File: config.mk
export PLATFORM = sky130hd
export DESIGN_NAME = csa_addsub_pipe
export DESIGN_NICKNAME = d
export VERILOG_FILES = /design/src/rtl/csa_pkg.sv /design/src/rtl/csa_addsub_pipe_cell.sv /design/src/rtl/csa_addsub_pipe.sv
export SDC_FILE = /design/constraint.sdc
export NUM_CORES = 1
export LEC_CHECK = 0
export BUFFER_PORTS_ARGS = -buffer_cell sky130_fd_sc_hd__buf_2
export CAP_MARGIN = 25
export CELL_PAD_IN_SITES_DETAIL_PLACEMENT = 1
export CELL_PAD_IN_SITES_GLOBAL_PLACEMENT = 1
export CORE_MARGIN = 4
export CORE_UTILIZATION = 47
export CTS_BUF_LIST = sky130_fd_sc_hd__clkbuf_4 sky130_fd_sc_hd__clkbuf_8 sky130_fd_sc_hd__clkbuf_16
export DETAILED_ROUTE_END_ITERATION = 10
export HOLD_SLACK_MARGIN = 0.1
export PLACE_DENSITY_LB_ADDON = 0.1
export SYNTH_ARGS = -nofsm -noshare
export SYNTH_HDL_FRONTEND = slang
export SYNTH_HIERARCHICAL = 1
export SYNTH_SLANG_ARGS = --single-unit
export TNS_END_PERCENT = 100
File: constraint.sdc
create_clock -name clk -period 14.7 [get_ports clk]
set_input_delay 2.94 -clock clk [delete_from_list [all_inputs] [get_ports clk]]
set_output_delay 2.94 -clock clk [all_outputs]
set_load 0.05 [all_outputs]
File: src/rtl/csa_pkg.sv
// Shared constants and configuration checks for the pipelined carry-select adder/subtractor.
package csa_pkg;

    localparam logic OP_ADD = 1'b0;
    localparam logic OP_SUB = 1'b1;

    localparam int DEF_WIDTH  = 32;
    localparam int DEF_BLOCK  = 4;
    localparam int DEF_STAGES = 2;

    // Every stage must split into a whole number of carry-select cells.
    function automatic bit cfg_ok(input int width, input int stages, input int block);
        if (stages < 1 || block < 1 || width < 1) return 1'b0;
        return (width % (stages * block)) == 0;
    endfunction

endpackage

File: src/rtl/csa_addsub_pipe_cell.sv
// BLOCK-bit carry-select cell: two ripple adders (carry-in 0 and 1) and a carry-driven select.
module csa_cell
    import csa_pkg::*;
#(
    parameter int BLOCK = DEF_BLOCK
) (
    input  logic [BLOCK-1:0] a,
    input  logic [BLOCK-1:0] b,
    input  logic             cin,
    output logic [BLOCK-1:0] sum,
    output logic             cout
);

    logic [BLOCK-1:0] s0;
    logic [BLOCK-1:0] s1;
    logic [BLOCK:0]   c0;
    logic [BLOCK:0]   c1;

    always_comb begin
        s0    = '0;
        s1    = '0;
        c0    = '0;
        c1    = '0;
        c1[0] = 1'b1;
        for (int i = 0; i < BLOCK; i++) begin
            s0[i]   = a[i] ^ b[i] ^ c0[i];
            c0[i+1] = (a[i] & b[i]) | (c0[i] & (a[i] ^ b[i]));
            s1[i]   = a[i] ^ b[i] ^ c1[i];
            c1[i+1] = (a[i] & b[i]) | (c1[i] & (a[i] ^ b[i]));
        end
    end

    assign sum  = cin ? s1 : s0;
    assign cout = cin ? c1[BLOCK] : c0[BLOCK];

endmodule

File: src/rtl/csa_addsub_pipe.sv
// Pipelined carry-select add/sub with valid/ready stall chain; one WIDTH/STAGES slice per stage.
// Define CSA_FLAGS_EN to add the registered ovf_o / zero_o flags.
module csa_addsub_pipe
    import csa_pkg::*;
#(
    parameter int WIDTH  = DEF_WIDTH,
    parameter int BLOCK  = DEF_BLOCK,
    parameter int STAGES = DEF_STAGES
) (
    input  logic             clk,
    input  logic             rst_n,
    input  logic             in_valid,
    output logic             in_ready,
    input  logic [WIDTH-1:0] a_i,
    input  logic [WIDTH-1:0] b_i,
    input  logic             sub_i,
    output logic             out_valid,
    input  logic             out_ready,
    output logic [WIDTH-1:0] sum_o,
`ifdef CSA_FLAGS_EN
    output logic             ovf_o,
    output logic             zero_o,
`endif
    output logic             cout_o
);

    localparam int W_S = WIDTH / STAGES;
    localparam int NC  = W_S / BLOCK;

    if (!cfg_ok(WIDTH, STAGES, BLOCK)) begin : g_cfg_err
        $error("csa_addsub_pipe: WIDTH must be a multiple of STAGES*BLOCK");
    end

    // Handshake: a beat moves on a clock edge when valid && ready on that interface;
    // a stage loads whenever it is empty or its own contents are moving on.
    logic             adv   [STAGES];
    logic             v_s   [STAGES];
    logic             c_s   [STAGES];
    logic [WIDTH-1:0] sum_s [STAGES];
    logic [WIDTH-1:0] a_s   [STAGES];
    logic [WIDTH-1:0] b_s   [STAGES];

`ifdef CSA_FLAGS_EN
    logic ovf_q;
    logic zero_q;
`endif

    for (genvar k = 0; k < STAGES; k++) begin : g_stage
        logic [WIDTH-1:0] a_in;
        logic [WIDTH-1:0] b_in;
        logic [WIDTH-1:0] s_in;
        logic             c_in;
        logic             v_in;
        logic [W_S-1:0]   op_a;
        logic [W_S-1:0]   op_b;
        logic [W_S-1:0]   slice;
        logic             cc [NC+1];
        logic [WIDTH-1:0] s_nx;
        logic             v_r;
        logic             c_r;
        logic [WIDTH-1:0] s_r;

        if (k == 0) begin : g_first
            assign a_in = a_i;
            assign b_in = (sub_i == OP_SUB) ? ~b_i : b_i;
            assign s_in = '0;
            assign c_in = (sub_i == OP_ADD) ? 1'b0 : 1'b1;
            assign v_in = in_valid;
        end else begin : g_next
            assign a_in = a_s[k-1];
            assign b_in = b_s[k-1];
            assign s_in = sum_s[k-1];
            assign c_in = c_s[k-1];
            assign v_in = v_s[k-1];
        end

        assign op_a  = W_S'(a_in >> (k * W_S));
        assign op_b  = W_S'(b_in >> (k * W_S));
        assign cc[0] = c_in;

        for (genvar j = 0; j < NC; j++) begin : g_cell
            csa_cell #(.BLOCK(BLOCK)) u_cell (
                .a    (op_a[j*BLOCK +: BLOCK]),
                .b    (op_b[j*BLOCK +: BLOCK]),
                .cin  (cc[j]),
                .sum  (slice[j*BLOCK +: BLOCK]),
                .cout (cc[j+1])
            );
        end

        always_comb begin
            s_nx = s_in;
            s_nx[k*W_S +: W_S] = slice;
        end

        if (k == STAGES - 1) begin : g_adv_last
            assign adv[k] = !v_r || out_ready;
        end else begin : g_adv_mid
            assign adv[k] = !v_r || adv[k+1];
        end

        always_ff @(posedge clk or negedge rst_n) begin
            if (!rst_n) begin
                v_r <= 1'b0;
                c_r <= 1'b0;
                s_r <= '0;
            end else if (adv[k]) begin
                v_r <= v_in;
                c_r <= cc[NC];
                s_r <= s_nx;
            end
        end

        assign v_s[k]   = v_r;
        assign c_s[k]   = c_r;
        assign sum_s[k] = s_r;

        if (k < STAGES - 1) begin : g_fwd
            // Operands ride along so later stages can finish the upper slices.
            logic [WIDTH-1:0] a_r;
            logic [WIDTH-1:0] b_r;

            always_ff @(posedge clk or negedge rst_n) begin
                if (!rst_n) begin
                    a_r <= '0;
                    b_r <= '0;
                end else if (adv[k]) begin
                    a_r <= a_in;
                    b_r <= b_in;
                end
            end

            assign a_s[k] = a_r;
            assign b_s[k] = b_r;
        end else begin : g_last
            assign a_s[k] = '0;
            assign b_s[k] = '0;
`ifdef CSA_FLAGS_EN
            // b_in is already inverted for subtraction, so its sign is sB'.
            always_ff @(posedge clk or negedge rst_n) begin
                if (!rst_n) begin
                    ovf_q  <= 1'b0;
                    zero_q <= 1'b0;
                end else if (adv[k]) begin
                    ovf_q  <= (a_in[WIDTH-1] == b_in[WIDTH-1]) && (s_nx[WIDTH-1] != a_in[WIDTH-1]);
                    zero_q <= (s_nx == '0);
                end
            end
`endif
        end
    end

    assign in_ready  = adv[0];
    assign out_valid = v_s[STAGES-1];
    assign sum_o     = sum_s[STAGES-1];
    assign cout_o    = c_s[STAGES-1];

`ifdef CSA_FLAGS_EN
    assign ovf_o  = ovf_q;
    assign zero_o = zero_q;
`endif

endmodule
Yosys cells after proc, flatten, opt, wreduce, memory -nomap -nowiden:

Index checks and enable logic that the tools add are counted.

* div/mod/pow operators: 0
* reductions and logical operators: 4
* $lt $le $gt $ge: 0
* multipliers: 0
* bitwise gates (word level): 225
* eq/ne operators: 0
* $add $sub $neg: 0
* mux-type cells: 18
* shift operators: 0

Operator list (number)
* bitwise AND 1 bit: 80
* XOR 1 bit: 80
* bitwise OR 1 bit: 56
* two-way mux 32 bit: 1
* two-way mux 4 bit: 8
* NOT 32 bit: 1
* two-way mux 1 bit: 9
* NOT 1 bit: 8
* logical NOT 1 bit: 2
* logical OR 1 bit: 2

* bits in writable memories: 0
* flip-flop bits (word level): 116
* latch bits: 0
* memory bits (read-only): 0
* memories: 0

Longest topological paths before layout:

* word-level depth: 14
* depth in mapped cells: 38
* gate-level depth less buffers: 36

By module:

The synthesis kept the hierarchy.

By module, submodules not included
* csa_addsub_pipe: times used 1, sequential area each 2102.0 um^2, area each 3619.7 um^2, cells each 215
* csa_cell at g_stage[0].g_cell[1].u_cell ...: times used 7, sequential area each 0.0 um^2, area each 143.9 um^2, cells each 19
* csa_cell at g_stage[0].g_cell[0].u_cell: times used 1, sequential area each 0.0 um^2, area each 148.9 um^2, cells each 19

Worst setup path before layout:

No wires, ideal clock.

* path type: input -> register
* start: input port sub_i
* end: register g_stage[0].s_r[15]
* stages on the path: 35
* arrival time: 8.569 ns
* setup slack: 6.006 ns
* buffers on the path: 2
* required time: 14.575 ns
* library setup time: 0.125 ns
* cell sequence: buf_2 -> buf_6 -> xor2_1 -> inv_1 -> ha_1 -> inv_1 -> mux2i_1 -> fa_1 -> inv_1 -> fa_1 -> inv_1 -> fa_1 -> inv_1 -> o21ai_0 -> fa_1 -> inv_1 -> fa_1 -> inv_1 -> fa_1 -> inv_1 -> o21ai_0 -> fa_1 -> inv_1 -> fa_1 -> inv_1 -> fa_1 -> inv_1 -> o21ai_0 -> fa_1 -> inv_1 -> fa_1 -> inv_1 -> fa_1 -> inv_1 -> mux2_2

RTL lines
* start: declaration: line csa_addsub_pipe.sv:16 `input logic sub_i,`
* end signal: assignment: line csa_addsub_pipe.sv:110 `s_r <= s_nx;`
* end: declaration: line csa_addsub_pipe.sv:61 `logic [WIDTH-1:0] s_r;`

==> key figures <==
Setup path
  – WP data required: 14.94 ns
  – CP Class: in -> reg
  – Cell mode on critical path: inv_1
  – Crit path max fanout: 5
  – Slowest stage delay, CP: between 0.4 and 0.5 ns
  – Crit. End Element: flop
  – Crit-path slowest cell: fa_1
  – Arrival time at the worst endpoint: ~8.9 ns
  – Worst setup SP type: input port

Route
  – Wire per inst: between 10 and 15 microns
  – Via count: 2812
  – Routed wire length: 8912 microns
  – Drt pass-1 iters: 4
  – Final ANT Viol Nets: 0
  – Residual DRC: 0
  – Via density: between 4 and 5
  – 1st-iter DRT viols: 54

Yosys
  – Most common cell in the netlist: inv_1
  – Syn Nets: 476
  – Ys Warns: 6
  – Mapped Area: 0.004776 sq mm
  – Mux cell area share after synthesis: 21.82%
  – Adder-cell share of the synthesized area: 14.25%
  – Ranking of synthesized cells by area: dfrtp_1 44%, mux2_2 12%, fa_1 10%, mux2_4 9.1%, xor2_1 7.3%
  – EDFF count, synth: 0
  – Compound-Gate Fraction of Synth Area: 0.7336%
  – Cells after synthesis: 367
  – Top-area cell type share of the netlist area: 44.01%
  – Async SR Flop Fraction: between 90% and 100%
  – Simple-gate portion of the synthesized area: 1.362%
  – Post-synthesis sequential area ratio: 44.01%
  – Main synth FF type: dfrtp_1
  – Synth cell count leaders: 89 x inv_1, 84 x dfrtp_1, 49 x mux2_2, 40 x xor2_1, 29 x mux2_4
  – Largest family of logic cells by synthesized area: multiplexers
  – #FFs+latches synth: between 80 and 90
  – Synth Area in XOR/XNOR: ~7.3%
  – Largest area contributor in the netlist: dfrtp_1
  – Post-synthesis area per instance: 13.01 sq um
  – Synth cell types: 16

GRT
  – First-pass GRT wire length: 14900 microns
  – Gr usage total: 16.43%
  – Initial antenna violation count: 0
  – Vias in the first global route: 3134
  – Largest net degree at the start of global routing: 52
  – Grt ovf: 0

Power and ir drop
  – Max rail drop VDD: just over 0.08 mV
  – Pleak: 2.950 nW
  – Pwr dens: 160.4 mW/mm^2

Place
  – Port bufs: just over 100
  – Post-detail-place hpwl: 6471 microns
  – Routability cong.: roughly 0.73

CTS
  – Post-CTS sizing: 0
  – CTS H-tree lvls: 3
  – CTS Hold Buffers Added: 0
  – TritonCTS Buffers: 9
  – Clock sink count: between 80 and 90
  – CTS tree: yes
  – Clk Latency, worst-skew pair: about 0.35 ns
  – Clock Pin Slew Worst Setup and Hold Paths: ~0.08 ns
  – CTS Root Cell: clkbuf_8
  – Post-CTS Setup Inserts: 0
  – Buffer levels on the longest clock path: 2

Timing
  – Slew Viols, Final: 0
  – Fin crit share: ~60%
  – Post-layout min period: 8.624 ns
  – Setup violators final: 0
  – Worst slew pin tran: 0.7675 ns
  – Worst slew margin: 48.83%
  – Max Fclk: 116.0 MHz
  – Skew final: 0.008750 ns
  – Sum of negative setup slack: 0 ns
  – Final Hold Fails: 0
  – Unrepaired setup endpoints after global routing: no

Worst hold path
  – Hold WC Path Type: reg -> reg

Job
  – Max-cap violations: 0

Floorplan
  – Die Span Y: 108.8 microns
  – Initial core utilization: 48.64%
  – Row count: 36
  – DIE AREA: 0.01184 sq mm
  – Core Area: 0.009819 sq mm
  – I/O Pins: about 100
  – Die width: 108.8 microns

Final layout
  – Area grow syn2layout: 15.38%
  – Util after Layout: 56.12%
  – Area of the multi-input gates: approximately 0.0022 sq mm
  – Seq. cell area: about 0.0021 sq mm
  – Final nets: between 500 and 600
  – Share of cells above drive strength 1: 42.32%
  – Layout fillers: between 1000 and 1500

Run status
  – Status: finished, final reports clean
==> layer usage <==
metal	vias up	routed length (microns)	track usage, %
met5	-	0	0
met4	0	148	6.222
met1	1417	3899	20.83
met2	64	4393	27.58
li1	1319	-	-
met3	12	470	3.612
==> worst paths after layout <==
path                                          start                  to  slack, ns  cells after the start
setup / recovery                              sub_i  g_stage[0].s_r[15]       6.08                     34
hold / removal                   g_stage[0].s_r[10]  g_stage[0].s_r[10]       0.49                      1
setup reg to reg           g_stage[0].g_fwd.a_r[16]           sum_o[31]       8.65                     32
hold reg to reg                  g_stage[0].s_r[10]  g_stage[0].s_r[10]       0.49                      1
max in group asynchronous                     rst_n            sum_o[0]      11.15                      2
min in group asynchronous                     rst_n            sum_o[4]       2.55                      1
==> critical path: cells and delay by family <==
| family | cells | cell delay [ns] |
|---|---|---|
| fa+ha+maj | 13 | 3.83 |
| mux | 2 | 0.33 |
| compound gates | 3 | 0.38 |
| buf+inv | 15 | 1.15 |
| xor+xnor | 1 | 0.24 |
==> stage by stage <==
step           hold slack [ns]  power (mW)  instance area (sq um)  worst slack (ns)  instances
4_1_cts                 0.4985      0.8988                   5488             5.325        607
6_report                0.4946      0.8836                   5510             6.076        609
3_5_place_dp            0.4800      0.7414                   5311             4.929        592
2_1_floorplan           0.4584      0.6449                   4776             6.006        367
3_3_place_gp            0.4730      0.7286                   5311             5.221        592
5_1_grt                 0.5249      0.9406                   5508             5.715        608
==> report_power, final <==
part	internal (mW)	switching, mW
Combinational	0.144	0.246
Clock	0.0731	0.0794
Sequential	0.300	0.0413
Total	0.517	0.366
==> layout make-up <==
class / instances / area share (%)
diodes: 1 / 0.04541
clock buffers: 13 / 3.020
clock inverters: 2 / 0.1817
inverters: 89 / 6.063
multi-input cells: 181 / 39.49
flip-flops and latches: 84 / 38.15
well taps: 133 / 3.020
repair buffers: 106 / 10.04
==> cells in the final DEF (no fill, tap or decap) <==
master	count
nand3b_4	1
mux2_1	4
mux2_2	49
buf_4	3
inv_1	89
diode_2	1
clkbuf_4	2
fa_1	24
clkinv_2	2
o21ai_0	7
mux2_4	29
ha_1	16
nand2b_1	2
nand2b_2	1
buf_2	102
dfrtp_1	84
buf_12	1
nand2_1	7
mux2i_1	1
xor2_1	40
clkbuf_8	11
==> flip-flops by register name, indices dropped and copies added, names as in the netlist <==
signal	flops
cout_o	1
g_stage.c_r	1
g_stage.g_fwd.a_r	16
g_stage.g_fwd.b_r	16
g_stage.s_r	16
g_stage.v_r	1
out_valid	1
sum_o	32
==> kinds of logic (layout without fill, tap and decap cells) <==
family	after synthesis	in the layout
buf+inv	102	210
flops	84	84
mux	83	83
fa+ha+maj	40	40
xor+xnor	40	40
simple gates	11	11
compound gates	7	7
other cells	0	1
Power figures use the tool's default switching activity.
